$ cat src/rtl/fir_pkg.sv
// Shared types and constants for the FIR multiply-accumulate control path.
package fir_pkg;

    localparam int ACC_W  = 21;
    localparam int ADDR_W = 5;
    localparam int N_TAPS = 32;

    typedef enum logic [2:0] {
        IDLE,
        CLEAR,
        MAC,
        DRAIN,
        STORE,
        DONE
    } fsm_state_t;

endpackage

$ cat src/rtl/fir_valid_pipe.sv
// Valid-bit delay line that lines up the accumulator enable with the
// multiply/add latency between address issue and suma_wynik.
module fir_valid_pipe #(
    parameter int DEPTH = 2
) (
    input  logic clk,
    input  logic rst,
    input  logic shift_in,
    output logic shift_out
);

    logic [DEPTH-1:0] stages;

    // Shift one bit per cycle; a reset flushes every in-flight enable.
    always_ff @(posedge clk) begin
        if (rst) begin
            stages <= '0;
        end else begin
            stages[0] <= shift_in;
            for (int i = 1; i < DEPTH; i++) begin
                stages[i] <= stages[i-1];
            end
        end
    end

    assign shift_out = stages[DEPTH-1];

endmodule

$ cat src/rtl/fir_mac_ctrl.sv
// Sequencer for the FIR MAC datapath: stores each new sample in the circular
// sample buffer, clears the accumulator, walks the taps, waits for the
// multiply/add pipeline to drain and commits the result.
module fir_mac_ctrl #(
    parameter int N_TAPS   = fir_pkg::N_TAPS,
    parameter int ADDR_W   = fir_pkg::ADDR_W,
    parameter int PIPE_LAT = 2
) (
    input  logic              clk_b,
    input  logic              rst,
    input  logic              start,
    input  logic [ADDR_W:0]   taps_cfg,
    output logic              FSM_probka_we,
    output logic [ADDR_W-1:0] FSM_adres_probki,
    output logic [ADDR_W-1:0] FSM_adres_wsp,
    output logic              FSM_reset_Acc,
    output logic              FSM_Acc_en,
    output logic              FSM_Acc_zapis,
    output logic              busy,
    output logic              done,
    output logic              overrun
);

    import fir_pkg::*;

    localparam logic [ADDR_W:0] TAPS_MAX   = (ADDR_W+1)'(N_TAPS);
    localparam logic [2:0]      DRAIN_LAST = 3'(PIPE_LAT - 1);

    fsm_state_t        state, state_nx;
    logic [ADDR_W-1:0] wr_ptr;
    logic [ADDR_W:0]   t_reg, t_nx;
    logic [ADDR_W:0]   k, k_nx;
    logic [2:0]        drain_cnt, drain_nx;
    logic [ADDR_W:0]   taps_clamped;
    logic              mac_active;

    logic              probka_we_nx;
    logic [ADDR_W-1:0] adres_probki_nx;
    logic [ADDR_W-1:0] adres_wsp_nx;
    logic              reset_acc_nx;
    logic              acc_zapis_nx;
    logic              busy_nx;
    logic              done_nx;

    assign taps_clamped = (taps_cfg > TAPS_MAX) ? TAPS_MAX : taps_cfg;
    assign mac_active   = (state == MAC);

    // A start outside IDLE is flagged in its own cycle, so it is decoded from
    // the state register rather than delayed by another flop.
    assign overrun = start && (state != IDLE);

    // Next-state, counters, and the values every output takes in the next state.
    always_comb begin
        state_nx        = state;
        t_nx            = t_reg;
        k_nx            = k;
        drain_nx        = drain_cnt;
        adres_probki_nx = FSM_adres_probki;
        adres_wsp_nx    = FSM_adres_wsp;

        case (state)
            IDLE: begin
                if (start) begin
                    t_nx     = taps_clamped;
                    state_nx = CLEAR;
                end
            end
            CLEAR: begin
                k_nx     = '0;
                drain_nx = '0;
                state_nx = (t_reg == '0) ? DRAIN : MAC;
            end
            MAC: begin
                if (k == t_reg - 1'b1) begin
                    drain_nx = '0;
                    state_nx = DRAIN;
                end else begin
                    k_nx = k + 1'b1;
                end
            end
            DRAIN: begin
                if (drain_cnt == DRAIN_LAST) begin
                    state_nx = STORE;
                end else begin
                    drain_nx = drain_cnt + 1'b1;
                end
            end
            STORE: begin
                state_nx = DONE;
            end
            DONE: begin
                state_nx = IDLE;
            end
            default: begin
                state_nx = IDLE;
            end
        endcase

        probka_we_nx = (state_nx == CLEAR);
        reset_acc_nx = (state_nx == CLEAR);
        acc_zapis_nx = (state_nx == STORE);
        done_nx      = (state_nx == DONE);
        busy_nx      = (state_nx != IDLE);

        if (state_nx == CLEAR) begin
            adres_probki_nx = wr_ptr;
            adres_wsp_nx    = '0;
        end else if (state_nx == MAC) begin
            adres_probki_nx = wr_ptr - k_nx[ADDR_W-1:0];
            adres_wsp_nx    = k_nx[ADDR_W-1:0];
        end
    end

    // State, counters and registered outputs; the write pointer moves on
    // once the frame is complete so the next sample lands in the next slot.
    always_ff @(posedge clk_b) begin
        if (rst) begin
            state            <= IDLE;
            wr_ptr           <= '0;
            t_reg            <= '0;
            k                <= '0;
            drain_cnt        <= '0;
            FSM_probka_we    <= 1'b0;
            FSM_adres_probki <= '0;
            FSM_adres_wsp    <= '0;
            FSM_reset_Acc    <= 1'b0;
            FSM_Acc_zapis    <= 1'b0;
            busy             <= 1'b0;
            done             <= 1'b0;
        end else begin
            state            <= state_nx;
            t_reg            <= t_nx;
            k                <= k_nx;
            drain_cnt        <= drain_nx;
            FSM_probka_we    <= probka_we_nx;
            FSM_adres_probki <= adres_probki_nx;
            FSM_adres_wsp    <= adres_wsp_nx;
            FSM_reset_Acc    <= reset_acc_nx;
            FSM_Acc_zapis    <= acc_zapis_nx;
            busy             <= busy_nx;
            done             <= done_nx;
            if (state == DONE) begin
                wr_ptr <= wr_ptr + 1'b1;
            end
        end
    end

    fir_valid_pipe #(
        .DEPTH(PIPE_LAT)
    ) u_valid_pipe (
        .clk      (clk_b),
        .rst      (rst),
        .shift_in (mac_active),
        .shift_out(FSM_Acc_en)
    );

endmodule

$ cat config.mk
export PLATFORM = sky130hd
export DESIGN_NAME = fir_mac_ctrl
export DESIGN_NICKNAME = d
export VERILOG_FILES = /design/src/rtl/fir_pkg.sv /design/src/rtl/fir_valid_pipe.sv /design/src/rtl/fir_mac_ctrl.sv
export SDC_FILE = /design/constraint.sdc
export NUM_CORES = 1
export LEC_CHECK = 0
export BUFFER_PORTS_ARGS = -buffer_cell sky130_fd_sc_hd__buf_4
export CORE_UTILIZATION = 45
export CTS_CLUSTER_SIZE = 12
export DETAILED_ROUTE_END_ITERATION = 10
export SYNTH_ARGS = -nofsm -noshare
export SYNTH_HDL_FRONTEND = slang
export SYNTH_SLANG_ARGS = --single-unit
export TNS_END_PERCENT = 20
$ cat constraint.sdc
create_clock -name clk_b -period 4.3 [get_ports clk_b]
set_input_delay 0 -clock clk_b [delete_from_list [all_inputs] [get_ports clk_b]]
set_output_delay 0 -clock clk_b [all_outputs]
set_load 0.01 [all_outputs]
==> metrics.txt <==
outcome=completed; critical path's largest stage delay=410 ps; clk_skew=4.23 ps; most instantiated flip-flop cell in the synthesis netlist=sky130_fd_sc_hd__dfxtp_1; share of post-route cells with drive strength above 1=16.8%; type of destination of the critical path=flip-flop; Port-buffer cells=25; hold-critical path depth=3; cell depth of the worst flop-to-flop path=17; Synthesized Nets=260; fin crit share=90.6%; fin nets=280; top post-synthesis cells by count=sky130_fd_sc_hd__dfxtp_1, sky130_fd_sc_hd__nor2_1, sky130_fd_sc_hd__nand2_1; data required time of the critical path=4500 ps; setup repair after global routing missed its margin=no; Synth Register Bits=39; share of flip-flops with an asynchronous set or reset=0%; number of gates given a new drive strength after cts=0; via count of the first global-routing pass=1568; Antenna Diode Count=0; distinct cell type count of the synthesized netlist=49; Layout area overhead=13.5%; startpoint-to-endpoint class of the critical path=flip-flop to flip-flop; largest net degree at the start of global routing=34; Post-DRT Antenna Nets=0; total clock buffers created by CTS=5; Total Die Area=4890 um^2; data arrival at the endpoint of the critical path=4100 ps; number of synthesis warnings=0; TritonCTS clock tree=yes; endpoints failing hold=0; worst-path cell with the longest stage delay=sky130_fd_sc_hd__dfxtp_1; DRC violation count after routing=0; WL final=4220 um; number of post-CTS setup repair buffers=0; buffers from clock root to sink, at most=2; post-synth top area cell=sky130_fd_sc_hd__dfxtp_1; crit start category=flip-flop; total global routing track utilization=18.5%; number of cells produced by synthesis=241; antenna violations before repair=0; power density over cell area=328 nW/um^2; minimum clock period after layout=3890 ps; highest ir drop seen on vdd=0.243 mV; root buffer cell=sky130_fd_sc_hd__clkbuf_8; Max Cap Viol=0; later-pin clock latency in the skew report=290 ps; Max Clk Rate=0.257 GHz; tightest slew margin relative to the limit=46.9%; vias per inst=5.32; non-filler cells in the finished layout=314; Vert. Die Dim=70.0 um; setup TNS after final layout=0 ps; leading post-synthesis cells by cell area=sky130_fd_sc_hd__dfxtp_1, sky130_fd_sc_hd__nor2_1, sky130_fd_sc_hd__ha_1; top cell type's share of synthesized area=37.6%; largest fanout on the critical path=6; # hold bufs at CTS=1; routability congestion estimate from global placement=0.790; DIE WIDTH=70.0 um; first-pass GRT wire length=7180 um; post-placement cell count=305; post-layout total power=0.000775 W; count of flip-flops with a built-in enable after synthesis=0; slew of the pin with the lowest slew margin=796 ps; worst setup slack after layout=406 ps; max-slew violations=0; library cell with the highest instance count after synthesis=sky130_fd_sc_hd__dfxtp_1; post-DP HPWL=3060 um; initial standard-cell utilization of the core=47.4%; cell row count=24; Pre-antenna DRT Iters=4; post-DR wirelength/cell=13.5 um; worst hold-check slack=15.2 ps; kind of path behind the tightest hold check=input port to flip-flop; standard cell core area=4380 um^2; setup violators final=0; leakage power summed over all cells=0.951 nW; critical path cell sequence=inv_1 > ha_1 > o21ba_2 > a221oi_1 > a41o_1 > and2_1 > nor2_1 > mux2i_1 > ha_1 > inv_1 > fa_1 > a21o_1 > a21oi_1 > nand3_1 > mux2i_1 > o21ai_0 > o311ai_2; TritonCTS Sinks=39; worst slack at placement=459 ps; sequential element share of the synthesized area=37.6%; count of boundary I/O pins=26; post-synthesis area per instance=8.62 um^2; routed vias=1669; CTS H-tree depth=2; residual overflow from global routing=0; Starting DRT DRC Count=86; clk slew on worst S/H paths=70 ps; synthesized cell area=2080 um^2
power breakdown:
group,switching [W],internal (W)
Combinational,0.0000803,0.0000650
Clock,0.000125,0.000114
Sequential,0.0000147,0.000376
Total,0.000220,0.000555
layout by cell type, fill, tap and decap left out, types with 2 or more instances in the layout:
cell                       netlist  layout
sky130_fd_sc_hd__dfxtp_1        39      39
sky130_fd_sc_hd__nor2_1         35      35
sky130_fd_sc_hd__buf_4           2      25
sky130_fd_sc_hd__nand2_1        19      19
sky130_fd_sc_hd__a21oi_1        16      16
sky130_fd_sc_hd__inv_1          10      10
sky130_fd_sc_hd__ha_1            9       9
sky130_fd_sc_hd__mux2i_1         8       8
sky130_fd_sc_hd__xor2_1          7       7
sky130_fd_sc_hd__o21ai_0         7       7
sky130_fd_sc_hd__nand3_1         6       6
sky130_fd_sc_hd__xnor2_1         6       6
sky130_fd_sc_hd__nor2b_1         6       6
sky130_fd_sc_hd__a211oi_1        6       6
sky130_fd_sc_hd__nand2b_1        5       5
sky130_fd_sc_hd__nor3_1          5       5
sky130_fd_sc_hd__nor3b_1         5       5
sky130_fd_sc_hd__clkbuf_8        0       5
sky130_fd_sc_hd__and2_1          3       3
sky130_fd_sc_hd__a21o_1          3       3
sky130_fd_sc_hd__nand4_1         3       3
sky130_fd_sc_hd__a31oi_1         3       3
sky130_fd_sc_hd__or3_1           2       2
sky130_fd_sc_hd__o32a_1          2       2
sky130_fd_sc_hd__clkbuf_1        9       2
layer usage:
layer  vias up  global-route usage, %  routed length [um]
met5         -                      0                   0
met4         0                   7.33                  78
met3         8                   4.33                 157
met2        28                   29.0                1890
met1       761                   24.6                2090
li1        872                      -                   -
final timing paths:
path	start	to	slack, ps
setup / recovery	t_reg[0]	FSM_adres_probki[4]	410
hold / removal	taps_cfg[5]	t_reg[5]	20
setup reg to reg	t_reg[0]	FSM_adres_probki[4]	410
hold reg to reg	u_valid_pipe.stages[0]	u_valid_pipe.stages[1]	450
per-stage QoR:
step           cell area [um^2]  utilization (%)
2_1_floorplan              2080                -
3_3_place_gp               2270             51.7
3_5_place_dp               2270             51.7
4_1_cts                    2360             53.8
5_1_grt                    2360             53.8
6_report                   2360             53.8
final cells by class:
| type | count | area, um^2 |
|---|---|---|
| inverter | 10 | 37.5 |
| tap | 52 | 65.1 |
| clock inverter | 1 | 5.00 |
| multi-input combinational | 179 | 1200 |
| timing repair buffer | 26 | 198 |
| clock buffer | 7 | 76.3 |
| fill | 407 | 2030 |
| sequential | 39 | 781 |
critical path, delay by kind of cell, from the launching register on:
| family | cells | cell delay [ps] |
|---|---|---|
| muxes | 2 | 430 |
| DFF | 1 | 410 |
| AOI/OAI and AO/OA | 7 | 1460 |
| and+or+nand+nor | 3 | 560 |
| adders and majority gates | 3 | 830 |
| buffers and inverters | 2 | 110 |
cell families after synthesis:
family	synth area share (%)
fa+ha+maj	6.38
buf+inv	4.88
xor+xnor	5.48
compound gates	16.9
flops	37.6
mux	4.58
simple gates	24.3
Power figures use the tool's default switching activity.
